--- config.mk ---
export PLATFORM = sky130hd
export DESIGN_NAME = fetch_ctrl
export DESIGN_NICKNAME = d
export VERILOG_FILES = /design/src/rtl/fetch_ctrl.sv
export SDC_FILE = /design/constraint.sdc
export NUM_CORES = 1
export LEC_CHECK = 0
export ABC_CLOCK_PERIOD_IN_PS = 4100
export CAP_MARGIN = 15
export CORE_ASPECT_RATIO = 2
export CORE_MARGIN = 2
export CORE_UTILIZATION = 35
export CTS_BUF_LIST = sky130_fd_sc_hd__clkbuf_4 sky130_fd_sc_hd__clkbuf_8
export CTS_CLUSTER_SIZE = 8
export DETAILED_ROUTE_END_ITERATION = 8
export GPL_TIMING_DRIVEN = 0
export PLACE_DENSITY = 0.59
export SLEW_MARGIN = 10
export SYNTH_ARGS = -nofsm -noshare
export SYNTH_HDL_FRONTEND = slang
export SYNTH_SLANG_ARGS = --single-unit
--- constraint.sdc ---
create_clock -name clk -period 4.1 [get_ports clk]
set_input_delay 0.615 -clock clk [delete_from_list [all_inputs] [get_ports clk]]
set_output_delay 0.615 -clock clk [all_outputs]
set_load 0.02 [all_outputs]
--- src/rtl/fetch_ctrl.sv ---
// Fetch-stage sequencer: owns PCF, runs a one-outstanding req/gnt/rvalid
// fetch against instruction memory and drives the F/D pipeline register.
module fetch_ctrl #(
    parameter logic [31:0] RESET_PC = 32'h00000000
) (
    input  logic        clk,
    input  logic        rst,
    input  logic        PCSrcE,
    input  logic [31:0] PCTargetE,
    input  logic        StallF,
    output logic        imem_req,
    output logic [31:0] imem_addr,
    input  logic        imem_gnt,
    input  logic        imem_rvalid,
    input  logic [31:0] imem_rdata,
    output logic [31:0] InstrD,
    output logic [31:0] PCD,
    output logic [31:0] PCPlus4D,
    output logic        ValidD
);

    localparam logic [2:0] S_IDLE = 3'd0;
    localparam logic [2:0] S_REQ  = 3'd1;
    localparam logic [2:0] S_WAIT = 3'd2;
    localparam logic [2:0] S_HOLD = 3'd3;
    localparam logic [2:0] S_DROP = 3'd4;

    logic [2:0]  state_q, state_d;
    logic [31:0] pcf_q, pcf_d;
    logic [31:0] instr_q, instr_d;
    logic [31:0] pcd_q, pcd_d;
    logic [31:0] pc4_q, pc4_d;
    logic        valid_q, valid_d;
    logic [31:0] hold_instr_q, hold_instr_d;
    logic [31:0] hold_pc_q, hold_pc_d;
    logic [31:0] pcf_plus4;
    logic [31:0] redirect_pc;

    // Low target bits are forced to zero, so they never reach any logic.
    logic unused_tgt;
    assign unused_tgt = ^PCTargetE[1:0];

    assign pcf_plus4   = pcf_q + 32'd4;
    assign redirect_pc = {PCTargetE[31:2], 2'b00};

    always_comb begin
        state_d      = state_q;
        pcf_d        = pcf_q;
        instr_d      = instr_q;
        pcd_d        = pcd_q;
        pc4_d        = pc4_q;
        valid_d      = StallF ? valid_q : 1'b0;
        hold_instr_d = hold_instr_q;
        hold_pc_d    = hold_pc_q;

        case (state_q)
            S_IDLE: state_d = S_REQ;
            S_REQ: begin
                if (imem_gnt) begin
                    state_d = S_WAIT;
                end
            end
            S_WAIT: begin
                if (imem_rvalid) begin
                    if (!StallF) begin
                        instr_d = imem_rdata;
                        pcd_d   = pcf_q;
                        pc4_d   = pcf_plus4;
                        valid_d = 1'b1;
                        pcf_d   = pcf_plus4;
                        state_d = S_REQ;
                    end else begin
                        hold_instr_d = imem_rdata;
                        hold_pc_d    = pcf_q;
                        state_d      = S_HOLD;
                    end
                end
            end
            S_HOLD: begin
                if (!StallF) begin
                    instr_d = hold_instr_q;
                    pcd_d   = hold_pc_q;
                    pc4_d   = hold_pc_q + 32'd4;
                    valid_d = 1'b1;
                    pcf_d   = pcf_plus4;
                    state_d = S_REQ;
                end
            end
            S_DROP: begin
                if (imem_rvalid) begin
                    state_d = S_REQ;
                end
            end
            default: state_d = S_IDLE;
        endcase

        // A redirect wins over everything: flush D, retarget PCF, and make
        // sure any response already granted for the old path is swallowed.
        if (PCSrcE) begin
            pcf_d        = redirect_pc;
            valid_d      = 1'b0;
            instr_d      = instr_q;
            pcd_d        = pcd_q;
            pc4_d        = pc4_q;
            hold_instr_d = hold_instr_q;
            hold_pc_d    = hold_pc_q;
            case (state_q)
                S_IDLE:  state_d = S_REQ;
                S_REQ:   state_d = imem_gnt    ? S_DROP : S_REQ;
                S_WAIT:  state_d = imem_rvalid ? S_REQ  : S_DROP;
                S_HOLD:  state_d = S_REQ;
                S_DROP:  state_d = imem_rvalid ? S_REQ  : S_DROP;
                default: state_d = S_IDLE;
            endcase
        end
    end

    always_ff @(posedge clk) begin
        if (rst) begin
            state_q      <= S_IDLE;
            pcf_q        <= RESET_PC;
            instr_q      <= 32'd0;
            pcd_q        <= 32'd0;
            pc4_q        <= 32'd0;
            valid_q      <= 1'b0;
            hold_instr_q <= 32'd0;
            hold_pc_q    <= 32'd0;
        end else begin
            state_q      <= state_d;
            pcf_q        <= pcf_d;
            instr_q      <= instr_d;
            pcd_q        <= pcd_d;
            pc4_q        <= pc4_d;
            valid_q      <= valid_d;
            hold_instr_q <= hold_instr_d;
            hold_pc_q    <= hold_pc_d;
        end
    end

    assign imem_req  = (state_q == S_REQ);
    assign imem_addr = pcf_q;
    assign InstrD    = instr_q;
    assign PCD       = pcd_q;
    assign PCPlus4D  = pc4_q;
    assign ValidD    = valid_q;

endmodule

==> results_dict.tcl <==
set metrics [dict create \
    synth-edff-count 0 \
    p_comb_frac 0.112 \
    skew_ps 18.4 \
    final_layout_size_suffix_gt1_frac 0.0415 \
    p_sw_frac 0.270 \
    initial_core_util 0.356 \
    cp_max_fo 10 \
    synth_top_area_share 0.420 \
    holdBufCountCts 0 \
    finalSetupViolCount 0 \
    cp-end-kind "flip-flop" \
    vias 9115 \
    status "complete, but fails checks" \
    postLayoutCoreUtil 0.466 \
    final_nets 1457 \
    cts_max_level 4 \
    min_period_over_period 0.771 \
    dr.pass1.iters 9 \
    ys_types 41 \
    synthFlopType "dfxtp_1" \
    dieArea_um2 27000 \
    relSlewSlack 0.215 \
    port-buffer-count 190 \
    cts_setup_buffers 0 \
    multi_input_area_um2 4710 \
    clkSlewWorstSetupHoldPaths_ps 100 \
    seq_area_frac_synth 0.420 \
    syn_inst 1171 \
    grt_pass1_vias 8788 \
    drv_cap 0 \
    cts_tree "done" \
    layout_min_cycle_time_ps 3160 \
    synthesis.area_um2 8950 \
    die_width_um 117 \
    synth_area_leaders "dfxtp_1 (42%), nand2_1 (13%), a311oi_1 (6.3%)" \
    clock_latency_ps 510 \
    failed_checks "design-rule violations" \
    ant_nets 0 \
    arrival_ps 3520 \
    fp.dieH_um 230 \
    rsz0062_at_grt "false" \
    seqCellArea_um2 3760 \
    antenna_found_initial 1 \
    cts_sinks 188 \
    cts-resized-gates 0 \
    grt_max_degree 17 \
    grt_first_pass_wirelength_um 51100 \
    io_pins 200 \
    avgViaCountPerCell 5.26 \
    sequentialPowerShare 0.515 \
    report.final.hold_viol_count 0 \
    critPathKind "in -> reg" \
    place.gp.congestion 0.943 \
    powerDensity_nw_per_um2 312 \
    power_switching_mw 0.986 \
    p_leak_nw 3.86 \
    worstHoldPathType "reg -> reg" \
    ys_top_cells_by_count "nand2_1 (317), dfxtp_1 (188), nor2_1 (113)" \
    drc 6 \
    grt-ovfl-total 0 \
    row_count 82 \
    tightest_slew_ps 1170 \
    syn_area_per_cell_um2 7.65 \
    synthToLayoutAreaGrowth_pct 30.9 \
    synth_top_cell_by_area "dfxtp_1" \
    fillers 2581 \
    core-area_um2 25100 \
    grt_use_total 0.252 \
    root_buffer "clkbuf_8" \
    place_hpwl_um 25800 \
    startpoint_type "input pin" \
    ys_warn_count 0 \
    fin_setup_tns_ps 0 \
    cts_buffer_depth 2 \
    slew_violations 0 \
    synthArstFlopShare 0 \
    synth_seq_cells 188 \
    max_freq_mhz 316 \
    p_int_mw 2.67 \
    required_ps 4450 \
    wl_um 33800 \
    p_clk_frac 0.374 \
    cts-buffers-inserted 17 \
    ir_drop_uv 172 \
    drt_iter0_drc 614 \
    wl_per_cell_um 19.5 \
    synth_most_common_cell "nand2_1" \
]
==> path summary, 6_finish.rpt <==
kind                                                   start                      endpoint  slack, ps  depth (start not counted)
worst min register to register  hold_instr_q[1]$_SDFFE_PP0P_  hold_instr_q[1]$_SDFFE_PP0P_        460                          2
worst min-delay path            hold_instr_q[1]$_SDFFE_PP0P_  hold_instr_q[1]$_SDFFE_PP0P_        460                          2
worst max-delay path                                  StallF          PCD[29]$_SDFFE_PP0P_        940                          6
worst max register to register       state_q[0]$_SDFFE_PP0P_          PCD[29]$_SDFFE_PP0P_       1140                          7
==> registers in the layout (all words and copies together) (netlist names) <==
name	cells
imem_addr	30
ValidD	1
state_q	3
hold_instr_q	32
InstrD	32
hold_pc_q	30
PCPlus4D	30
PCD	30
==> metrics by stage <==
stage	hold WS [ps]	cells	cell area [µm²]	setup slack, ps	power [mW]
4_1_cts	460	1733	11700	1030	3.67
2_1_floorplan	437	1176	8970	1730	2.12
5_1_grt	477	1734	11700	822	3.78
6_report	462	1734	11700	938	3.65
3_3_place_gp	442	1702	11300	540	2.33
3_5_place_dp	447	1702	11300	456	2.33
==> placed cells by master (no fill, tap or decap), types with 13 or more instances in the layout <==
cell	count
nand2_1	317
clkdlybuf4s50_1	190
dfxtp_1	188
nor2_1	113
clkbuf_1	89
a21oi_1	87
a311oi_1	64
xnor2_1	45
xor2_1	38
o21ai_0	25
nand3_1	24
nand4_1	21
clkbuf_8	19
mux2i_1	18
nor3_1	17
buf_2	13
==> final cells by class <==
class / count / area share
diodes: 1 / 0.000213
plain buffers: 115 / 0.0414
clock buffers: 19 / 0.0223
clock inverters: 12 / 0.0138
inverters: 4 / 0.00128
multi-input cells: 869 / 0.402
flip-flops and latches: 188 / 0.321
well taps: 336 / 0.0359
repair buffers: 190 / 0.162
==> kinds of logic (layout without fill, tap and decap cells) <==
| kind of cell | after synthesis | count (layout) | synth area share |
|---|---|---|---|
| muxes | 18 | 18 | 0.0201 |
| DFF | 188 | 188 | 0.420 |
| xor gates and xnor gates | 83 | 83 | 0.0812 |
| adders and majority gates | 2 | 2 | 0.00279 |
| other | 1 | 7 | 0.000419 |
| AOI/OAI and AO/OA | 208 | 208 | 0.153 |
| buffers and inverters | 119 | 340 | 0.0559 |
| and+or+nand+nor | 552 | 552 | 0.266 |
==> power groups by stage <==
stage | sequential [mW] | clock (mW) | combinational [mW]
6_report | 1.88 | 1.37 | 0.407
5_1_grt | 1.88 | 1.46 | 0.438
4_1_cts | 1.88 | 1.38 | 0.408
3_5_place_dp | 1.92 | 0 | 0.406
3_3_place_gp | 1.92 | 0 | 0.404
2_1_floorplan | 1.95 | 0 | 0.180
==> critical path, cell delays in order <==
cell             delay [ps]
clkdlybuf4s50_1         580
nor4_1                  470
clkbuf_1                490
clkbuf_1                540
clkbuf_1                610
a311oi_1                200
==> metal layers <==
metal | track usage | wire (µm)
met1 | 0.263 | 12200
met2 | 0.475 | 18600
met3 | 0.0482 | 1600
met4 | 0.109 | 1380
met5 | 0 | 0
Note: power is estimated with default switching activity, not from simulation.
